## config.mk

```make
export PLATFORM = sky130hd
export DESIGN_NAME = multicycle_control_fsm
export DESIGN_NICKNAME = d
export VERILOG_FILES = /design/src/rtl/ctrl_pkg.sv /design/src/rtl/mem_wait_timer.sv /design/src/rtl/multicycle_control_fsm.sv
export SDC_FILE = /design/constraint.sdc
export NUM_CORES = 1
export LEC_CHECK = 0
export CAP_MARGIN = 0
export CELL_PAD_IN_SITES_DETAIL_PLACEMENT = 1
export CELL_PAD_IN_SITES_GLOBAL_PLACEMENT = 1
export CORE_ASPECT_RATIO = 0.6
export CORE_MARGIN = 8
export CORE_UTILIZATION = 32
export CTS_CLUSTER_SIZE = 20
export DETAILED_ROUTE_END_ITERATION = 12
export PLACE_DENSITY_LB_ADDON = 0.1
export SYNTH_ARGS = -nofsm -noshare
export SYNTH_HDL_FRONTEND = slang
export SYNTH_SLANG_ARGS = --single-unit
```

## constraint.sdc

```tcl
create_clock -name clk -period 2.2 [get_ports clk]
set_input_delay 0.66 -clock clk [delete_from_list [all_inputs] [get_ports clk]]
set_output_delay 0.66 -clock clk [all_outputs]
set_load 0.005 [all_outputs]
```

## src/rtl/ctrl_pkg.sv

```systemverilog
// ============================================================================
// Module      : ctrl_pkg
// Description : Opcodes, state encoding and datapath select encodings shared
//               by the multicycle RV32I control unit.
// Revision    : 1.0 - initial release
// ============================================================================
`default_nettype none

package ctrl_pkg;

    localparam logic [6:0] c_op_load   = 7'b0000011;
    localparam logic [6:0] c_op_store  = 7'b0100011;
    localparam logic [6:0] c_op_rtype  = 7'b0110011;
    localparam logic [6:0] c_op_itype  = 7'b0010011;
    localparam logic [6:0] c_op_branch = 7'b1100011;
    localparam logic [6:0] c_op_jal    = 7'b1101111;
    localparam logic [6:0] c_op_jalr   = 7'b1100111;
    localparam logic [6:0] c_op_lui    = 7'b0110111;
    localparam logic [6:0] c_op_auipc  = 7'b0010111;

    typedef enum logic [3:0] {
        S_FETCH    = 4'd0,
        S_DECODE   = 4'd1,
        S_MEMADR   = 4'd2,
        S_MEMRD    = 4'd3,
        S_MEMWB    = 4'd4,
        S_MEMWR    = 4'd5,
        S_EXEC_R   = 4'd6,
        S_EXEC_I   = 4'd7,
        S_ALUWB    = 4'd8,
        S_BRANCH   = 4'd9,
        S_JAL      = 4'd10,
        S_JALR_TGT = 4'd11,
        S_JALR_JMP = 4'd12,
        S_LUI      = 4'd13,
        S_AUIPC    = 4'd14,
        S_TRAP     = 4'd15
    } state_t;

    localparam logic [1:0] c_srca_pc    = 2'b00;
    localparam logic [1:0] c_srca_oldpc = 2'b01;
    localparam logic [1:0] c_srca_rs1   = 2'b10;
    localparam logic [1:0] c_srca_zero  = 2'b11;

    localparam logic [1:0] c_srcb_rs2   = 2'b00;
    localparam logic [1:0] c_srcb_imm   = 2'b01;
    localparam logic [1:0] c_srcb_four  = 2'b10;

    localparam logic [1:0] c_res_aluout = 2'b00;
    localparam logic [1:0] c_res_mdr    = 2'b01;
    localparam logic [1:0] c_res_alu    = 2'b10;

    localparam logic [1:0] c_aluop_add   = 2'b00;
    localparam logic [1:0] c_aluop_sub   = 2'b01;
    localparam logic [1:0] c_aluop_funct = 2'b10;

endpackage

`default_nettype wire

```

## src/rtl/mem_wait_timer.sv

```systemverilog
// ============================================================================
// Module      : mem_wait_timer
// Description : Counts not-ready cycles of one memory access; flags expiry.
// Revision    : 1.0 - initial release
// ============================================================================
`default_nettype none

module mem_wait_timer #(
    parameter int MEM_TIMEOUT = 16,
    parameter int TMO_W       = 5
) (
    input  logic clk,
    input  logic rst,
    input  logic clr,
    input  logic busy,
    output logic expired
);

    logic [TMO_W-1:0] r_count;

    always_ff @(posedge clk) begin
        if (rst || clr) begin
            r_count <= '0;
        end else if (busy) begin
            r_count <= r_count + 1'b1;
        end
    end

    generate
        if (MEM_TIMEOUT == 0) begin : g_no_timeout
            assign expired = 1'b0;
        end else begin : g_timeout
            // A ready in the limit cycle clears busy, so completion wins.
            assign expired = busy && (r_count == TMO_W'(MEM_TIMEOUT));
        end
    endgenerate

endmodule

`default_nettype wire

```

## src/rtl/multicycle_control_fsm.sv

```systemverilog
// ============================================================================
// Module      : multicycle_control_fsm
// Description : Multicycle RV32I control unit with memory handshake and trap.
// Revision    : 1.0 - initial release
// ============================================================================
`default_nettype none

module multicycle_control_fsm #(
    parameter bit ENABLE_JUMPS = 1'b1,
    parameter bit ENABLE_UPPER = 1'b1,
    parameter int MEM_TIMEOUT  = 16,
    parameter int TMO_W        = 5
) (
    input  logic       clk,
    input  logic       rst,
    input  logic [6:0] instr_op,
    input  logic       zero,
    input  logic       mem_ready,
    output logic       PCWrite,
    output logic       IRWrite,
    output logic       AdrSrc,
    output logic       MemRead,
    output logic       MemWrite,
    output logic [1:0] MemToReg,
    output logic [1:0] ALUSrcA,
    output logic [1:0] ALUSrcB,
    output logic [1:0] ALUOp,
    output logic       RegWrite,
    output logic       illegal_instr,
    output logic       bus_error,
    output logic [3:0] state_o
);

    import ctrl_pkg::*;

    state_t r_state;
    state_t w_next;
    logic   w_busy;
    logic   w_clr;
    logic   w_expired;
    logic   w_decode_illegal;
    logic   r_illegal;
    logic   r_bus_error;

    assign w_busy = ((r_state == S_FETCH) || (r_state == S_MEMRD) || (r_state == S_MEMWR))
                    && !mem_ready;
    // Any state change restarts the count for the next access.
    assign w_clr  = (w_next != r_state);

    mem_wait_timer #(
        .MEM_TIMEOUT (MEM_TIMEOUT),
        .TMO_W       (TMO_W)
    ) u_wait_timer (
        .clk     (clk),
        .rst     (rst),
        .clr     (w_clr),
        .busy    (w_busy),
        .expired (w_expired)
    );

    always_ff @(posedge clk) begin
        if (rst) begin
            r_state     <= S_FETCH;
            r_illegal   <= 1'b0;
            r_bus_error <= 1'b0;
        end else begin
            r_state <= w_next;
            if (w_decode_illegal) r_illegal   <= 1'b1;
            if (w_expired)        r_bus_error <= 1'b1;
        end
    end

    always_comb begin
        w_next           = r_state;
        w_decode_illegal = 1'b0;
        case (r_state)
            S_FETCH: begin
                if (mem_ready)      w_next = S_DECODE;
                else if (w_expired) w_next = S_TRAP;
            end
            S_DECODE: begin
                case (instr_op)
                    c_op_load, c_op_store: w_next = S_MEMADR;
                    c_op_rtype:  w_next = S_EXEC_R;
                    c_op_itype:  w_next = S_EXEC_I;
                    c_op_branch: w_next = S_BRANCH;
                    c_op_jal:    w_next = ENABLE_JUMPS ? S_JAL      : S_TRAP;
                    c_op_jalr:   w_next = ENABLE_JUMPS ? S_JALR_TGT : S_TRAP;
                    c_op_lui:    w_next = ENABLE_UPPER ? S_LUI      : S_TRAP;
                    c_op_auipc:  w_next = ENABLE_UPPER ? S_AUIPC    : S_TRAP;
                    default:     w_next = S_TRAP;
                endcase
                w_decode_illegal = (w_next == S_TRAP);
            end
            S_MEMADR:   w_next = (instr_op == c_op_load) ? S_MEMRD : S_MEMWR;
            S_MEMRD: begin
                if (mem_ready)      w_next = S_MEMWB;
                else if (w_expired) w_next = S_TRAP;
            end
            S_MEMWR: begin
                if (mem_ready)      w_next = S_FETCH;
                else if (w_expired) w_next = S_TRAP;
            end
            S_MEMWB, S_ALUWB, S_BRANCH: w_next = S_FETCH;
            S_EXEC_R, S_EXEC_I, S_JAL, S_JALR_JMP, S_LUI, S_AUIPC: w_next = S_ALUWB;
            S_JALR_TGT: w_next = S_JALR_JMP;
            S_TRAP:     w_next = S_TRAP;
            default:    w_next = S_TRAP;
        endcase
    end

    always_comb begin
        PCWrite  = 1'b0;
        IRWrite  = 1'b0;
        AdrSrc   = 1'b0;
        MemRead  = 1'b0;
        MemWrite = 1'b0;
        MemToReg = c_res_aluout;
        ALUSrcA  = c_srca_pc;
        ALUSrcB  = c_srcb_rs2;
        ALUOp    = c_aluop_add;
        RegWrite = 1'b0;
        if (!rst) begin
            case (r_state)
                S_FETCH: begin
                    MemRead  = 1'b1;
                    ALUSrcB  = c_srcb_four;
                    MemToReg = c_res_alu;
                    IRWrite  = mem_ready;
                    PCWrite  = mem_ready;
                end
                S_DECODE: begin
                    ALUSrcA = c_srca_oldpc;
                    ALUSrcB = c_srcb_imm;
                end
                S_MEMADR, S_JALR_TGT: begin
                    ALUSrcA = c_srca_rs1;
                    ALUSrcB = c_srcb_imm;
                end
                S_MEMRD: begin
                    MemRead = 1'b1;
                    AdrSrc  = 1'b1;
                end
                S_MEMWB: begin
                    MemToReg = c_res_mdr;
                    RegWrite = 1'b1;
                end
                S_MEMWR: begin
                    MemWrite = 1'b1;
                    AdrSrc   = 1'b1;
                end
                S_EXEC_R: begin
                    ALUSrcA = c_srca_rs1;
                    ALUOp   = c_aluop_funct;
                end
                S_EXEC_I: begin
                    ALUSrcA = c_srca_rs1;
                    ALUSrcB = c_srcb_imm;
                    ALUOp   = c_aluop_funct;
                end
                S_ALUWB:  RegWrite = 1'b1;
                S_BRANCH: begin
                    ALUSrcA = c_srca_rs1;
                    ALUOp   = c_aluop_sub;
                    PCWrite = zero;
                end
                // Jumps load the target and form the OldPC+4 link together.
                S_JAL, S_JALR_JMP: begin
                    ALUSrcA = c_srca_oldpc;
                    ALUSrcB = c_srcb_four;
                    PCWrite = 1'b1;
                end
                S_LUI: begin
                    ALUSrcA = c_srca_zero;
                    ALUSrcB = c_srcb_imm;
                end
                S_AUIPC: begin
                    ALUSrcA = c_srca_oldpc;
                    ALUSrcB = c_srcb_imm;
                end
                default: ;
            endcase
        end
    end

    assign illegal_instr = r_illegal;
    assign bus_error     = r_bus_error;
    assign state_o       = r_state;

endmodule

`default_nettype wire

```

; Word-level counts from Yosys, hierarchy flattened
; Cells that the tools add are included.
[totals]
ff_bits = 11
latchBits = 0
ram_bits = 0
romBits = 0
input_bits = 11
elab_cells = 80
memories = 0
[classes]
n_addsub = 1
multipliers = 0
div_mod_pow = 0
order_cmp = 0
eq_ne = 27
shift = 0
mux = 29
n_bitwise = 0
n_reduce_logical = 19
[op_table]
columns = operator, count
row1 = 4-bit equality test (second input constant), 9
row2 = 4-bit case mux with 9 select lines, 1
row3 = 4-bit case mux with 8 select lines, 1
row4 = 7-bit by 6-bit equality test with 1-bit output (second input constant), 3
row5 = 7-bit equality test (second input constant), 3
row6 = 4-bit two-way mux, 5
row7 = 4-bit by 3-bit equality test with 1-bit output (second input constant), 4
row8 = 7-bit by 5-bit equality test with 1-bit output (second input constant), 2
row9 = 1-bit two-way mux, 12
row10 = 2-bit case mux with 2 select lines, 3
row11 = 2-bit OR reduction, 6
row12 = 6-bit OR reduction, 2
row13 = 4-bit by 2-bit equality test with 1-bit output (second input constant), 2
row14 = 2-bit two-way mux, 4
row15 = 7-bit by 2-bit equality test with 1-bit output (second input constant), 1
row16 = 2-bit case mux with 3 select lines, 1
row17 = 3-bit OR reduction, 2
row18 = 5-bit by 1-bit adder with 5-bit output (second input constant), 1
row19 = 5-bit equality test (second input constant), 1
row20 = 5-bit OR reduction, 1
row21 = 4-bit by 1-bit equality test with 1-bit output (second input constant), 1
row22 = 4-bit zero test, 1
row23 = 4-bit inequality test, 1
row24 = 4-bit OR reduction, 1
row25 = 5 further kinds, 8

; Longest topological paths before layout
[depth]
word_depth = 10
ltp_mapped = 8

; Cells and area by module
; From an unflattened synthesis, not the netlist that was laid out.
[unflattened]
hier_cells = 169
area_unflattened_um2 = 1149.9
[modules_own_cells]
columns = mod, instances, cells_per_inst, area_each_um2, seq_area_each_um2
row1 = multicycle_control_fsm, 1, 142, 873.3, 120.1
row2 = mem_wait_timer, 1, 27, 276.5, 100.1

; Worst setup path before layout
; OpenSTA, ideal clock, no wires.
[synth_timing]
path_kind = input to register
from = input instr_op[6]
to = register u_wait_timer.r_count[0]
arrival_time_ps = 2034
required_ps = 2076
path_slack_ps = 42
cell_stages = 7
path_buffers = 1
cell_sequence = buf_4 or4_4 nor2_1 o32ai_1 or3_1 o2111ai_2 nor2_1
[synth_via]
elab_chain_len = 7
[synth_lines]
columns = element, line
row1 = "start, declared", multicycle_control_fsm.sv:16  ; input logic [6:0] instr_op,
row2 = 7-bit by 2-bit equality test with 1-bit output or 7-bit by 6-bit equality test with 1-bit output (tied branches), "multicycle_control_fsm.sv:82, multicycle_control_fsm.sv:95"
row3 = 2-bit OR reduction, multicycle_control_fsm.sv:82  ; case (instr_op)
row4 = 4-bit case mux with 8 select lines, multicycle_control_fsm.sv:82
row5 = 4-bit two-way mux, multicycle_control_fsm.sv:76  ; case (r_state)
row6 = 4-bit case mux with 9 select lines (*), multicycle_control_fsm.sv:76
row7 = 4-bit inequality test (*), multicycle_control_fsm.sv:48  ; assign w_clr = (w_next != r_state);
row8 = 1-bit logical OR (*), mem_wait_timer.sv:22  ; if (rst || clr) begin
row9 = "end signal, assigned", mem_wait_timer.sv:25  ; r_count <= r_count + 1'b1;
row10 = "end, declared", mem_wait_timer.sv:19  ; logic [TMO_W-1:0] r_count;
; Every way passes the cells marked *; elsewhere a longest branch is shown, timed or not. The select of a mux whose other input is x is not followed.
; A chain may end at the register's enable or synchronous reset.

; Worst setup path in the final report
[layout_timing]
from = input instr_op[4]
to = register u_wait_timer.r_count[1]
; Same word-level chain as after synthesis.

==> impl_metrics.env <==
export IMPL_postSynthRegisterBits=11
export IMPL_hold_buffers=0
export IMPL_max_slew_margin_pct=69.97
export IMPL_clock_root_buffer="clkbuf_8"
export IMPL_yosysWarnings=0
export IMPL_synth_avg_cell_area_um2=7.588
export IMPL_worst_path_max_delay_cell="o31ai_2"
export IMPL_post_route_period_util_pct=99.77
export IMPL_ys_top_cells_by_area="dfxtp_1 (17%), nor2_1 (6.1%), a21oi_1 (5.4%), nand2_1 (4.7%), clkbuf_8 (4.3%)"
export IMPL_clock_latency_of_the_later_clocked_register_in_the_worst_skew_pair_ps=240
export IMPL_hpwlAfterDp_um=4064
export IMPL_arrival_time_at_the_worst_endpoint_ps=2370
export IMPL_postLayoutSetupSlackWorst_ps=5.087
export IMPL_grt_usage_pct=16.75
export IMPL_n_fill_cell=480
export IMPL_end_kind="flop"
export IMPL_h_tree_depth=1
export IMPL_route_layer_met1_wl_um=2798
export IMPL_synth_lib_cells_used_distinct=61
export IMPL_cpPeakStageDelay_ps=330
export IMPL_firstDrtPassIters=4
export IMPL_power_per_cell_area_mw_per_mm2=1035
export IMPL_port_buffer_count=30
export IMPL_final_antenna_net_count=0
export IMPL_die_y_um=65.18
export IMPL_netlist_area_mm2=0.001290
export IMPL_synth_top_flop_cell="dfxtp_1"
export IMPL_design_final_nets=257
export IMPL_vias_per_cell=5.706
export IMPL_cts_sink_count=11
export IMPL_grt_overflow_total=0
export IMPL_most_common_library_cells_after_synthesis="nor2_1 (21), nand2_1 (16), a21oi_1 (14), dfxtp_1 (11)"
export IMPL_synth_enable_flop_cells=0
export IMPL_async_flop_share_pct=0
export IMPL_max_freq_mhz=455.6
export IMPL_grt_pass1_vias=1648
export IMPL_placed_area_mm2=0.001882
export IMPL_start_util_pct=32.36
export IMPL_dr_first_iter_drc_count=126
export IMPL_crit_required_ps=2380
export IMPL_wirelength_um=5942
export IMPL_insertedDiodeCount=0
export IMPL_route_top_layer_used="met4"
export IMPL_std_cell_rows=18
export IMPL_path_cells="clkdlybuf4s15_1 -> buf_4 -> nor2b_1 -> a21o_1 -> a31oi_1 -> o31ai_2 -> o2111ai_4 -> nor2_1"
export IMPL_totalNegativeSetupSlack_ps=0
export IMPL_yosysSeqAreaShare_pct=17.07
export IMPL_dr_total_vias=1672
export IMPL_cts_tree="built"
export IMPL_period_needed_ps=2195
export IMPL_post_route_cells_drive_above_1_share_pct=47.74
export IMPL_total_leakage_power_uw=0.0009027
export IMPL_crit_type="input port to flop"
export IMPL_remaining_drc_errors=0
export IMPL_grt_setup_unrepaired="true"
export IMPL_area_sequential_um2=232.7
export IMPL_numPlacedInstances=281
export IMPL_grt_start_max_net_pins=16
export IMPL_clk_path_buf_depth=2
export IMPL_antenna_found_initial=0
export IMPL_clk_transition_reported_paths_ps=60
export IMPL_post_synth_top_count_cell="nor2_1"
export IMPL_synth_top_cell_area_share_pct=17.07
export IMPL_timing_final_setup_violations=0
export IMPL_maxCapViolCount=0
export IMPL_fin_total_pwr_uw=2234
export IMPL_worst_clock_skew_ps=5.663
export IMPL_areaGrowthSynthToFinish_pct=67.31
export IMPL_report_final_hold_viol_count=0
export IMPL_finalNonFillerCells=293
export IMPL_synth_area_leader_cell="dfxtp_1"
export IMPL_routed_met3_length_um=327
export IMPL_final_max_slew_viol_count=0
export IMPL_dp_worst_setup_slack_ps=-666.0
export IMPL_vdd_ir_drop_max_v=0.0005674
export IMPL_post_drt_wl_per_cell_um=20.28
export IMPL_holdCritPathClass="flop to flop"
export IMPL_final_design_area_no_fill_mm2=0.002158
export IMPL_cts_buffers=3
export IMPL_placer_congestion=0.8539
export IMPL_critical_path_peak_fanout=6
export IMPL_top_level_ports=31
export IMPL_dr_wl_met2_um=2665
export IMPL_grt_first_pass_wirelength_um=8742
export IMPL_combined_area_of_the_multi_input_logic_cells_mm2=0.001129
export IMPL_width_of_the_die_um=97.97
export IMPL_status="complete, no violations"
export IMPL_worst_setup_path_start_kind="input port"
export IMPL_synth_nets=183
export IMPL_tightest_slew_ps=448.3
export IMPL_gate_count_post_synth=170
export IMPL_die_area_mm2=0.006385
export IMPL_coreArea_mm2=0.003986
## sequential cells by signal, summed over array words and instances (netlist names)
register / cells
illegal_instr: 1
bus_error: 1
u_wait_timer.r_count: 5
state_o: 4
## cells in the final DEF (no fill, tap or decap), types with 5 or more instances in the layout
cell / n
buf_2: 8
a21oi_1: 11
clkdlybuf4s15_1: 5
nor2_1: 19
buf_6: 5
dlygate4sd2_1: 6
nor2b_1: 6
dfxtp_1: 7
nand2_1: 15
clkdlybuf4s50_1: 6
buf_4: 46
a31oi_1: 5
## worst max-delay path, delay by kind of cell
family                 cells  cell delay [ps]
AND/OR/NAND/NOR            2              370
AO/OA/AOI/OAI              4              870
buffers and inverters      2              470
## logic make-up after synthesis
family / count (synthesis) / share of synthesized area, %
and+or+nand+nor: 82 / 36.76
AOI/OAI and AO/OA: 46 / 27.06
buffers and inverters: 18 / 9.310
DFF: 11 / 17.07
xor gates and xnor gates: 8 / 5.432
muxes: 3 / 2.425
adders and majority gates: 2 / 1.940
## stage by stage
step	utilization, %	hold WS, ps
floorplan	-	460.4
CTS	51.29	484.9
global route	54.14	498.7
global placement	47.21	452.2
detailed placement	47.21	459.0
finish	54.14	481.7
## per-layer routing
metal  vias up  global-route usage [%]
li1        776                       -
met1       832                   22.23
met2        49                   26.49
met3        15                   4.215
met4         0                   4.432
met5         -                       0
## worst paths after layout
check	slack [ps]	from	to	cells after the start
worst max-delay path	5	instr_op[4]	u_wait_timer.r_count[1]$_SDFFE_PP0P_	8
worst min-delay path	480	illegal_instr$_SDFFE_PP0P_	illegal_instr$_SDFFE_PP0P_	1
worst max register to register	40	state_o[3]$_SDFF_PP0_	u_wait_timer.r_count[1]$_SDFFE_PP0P_	7
worst min register to register	480	illegal_instr$_SDFFE_PP0P_	illegal_instr$_SDFFE_PP0P_	1
## timing repair
action	CTS	global route
pin swaps	23	20
buffers inserted	1	6
endpoints found under the hold margin	0	0
gates resized for setup	81	23
endpoints found under the setup margin	22	15
gates cloned	0	1
## cell type report
type | instances | area share, %
inverters | 5 | 0.9275
flip-flops and latches | 11 | 10.78
clock buffers | 3 | 1.913
clock inverters | 1 | 0.2319
well taps | 50 | 2.899
multi-input cells | 141 | 52.29
repair buffers | 82 | 30.96
## power by group
group	internal (uW)	switching, uW
sequential	250	81.5
combinational	847	847
clock	125	82.9
No activity file was read; power rests on OpenSTA's default activity.
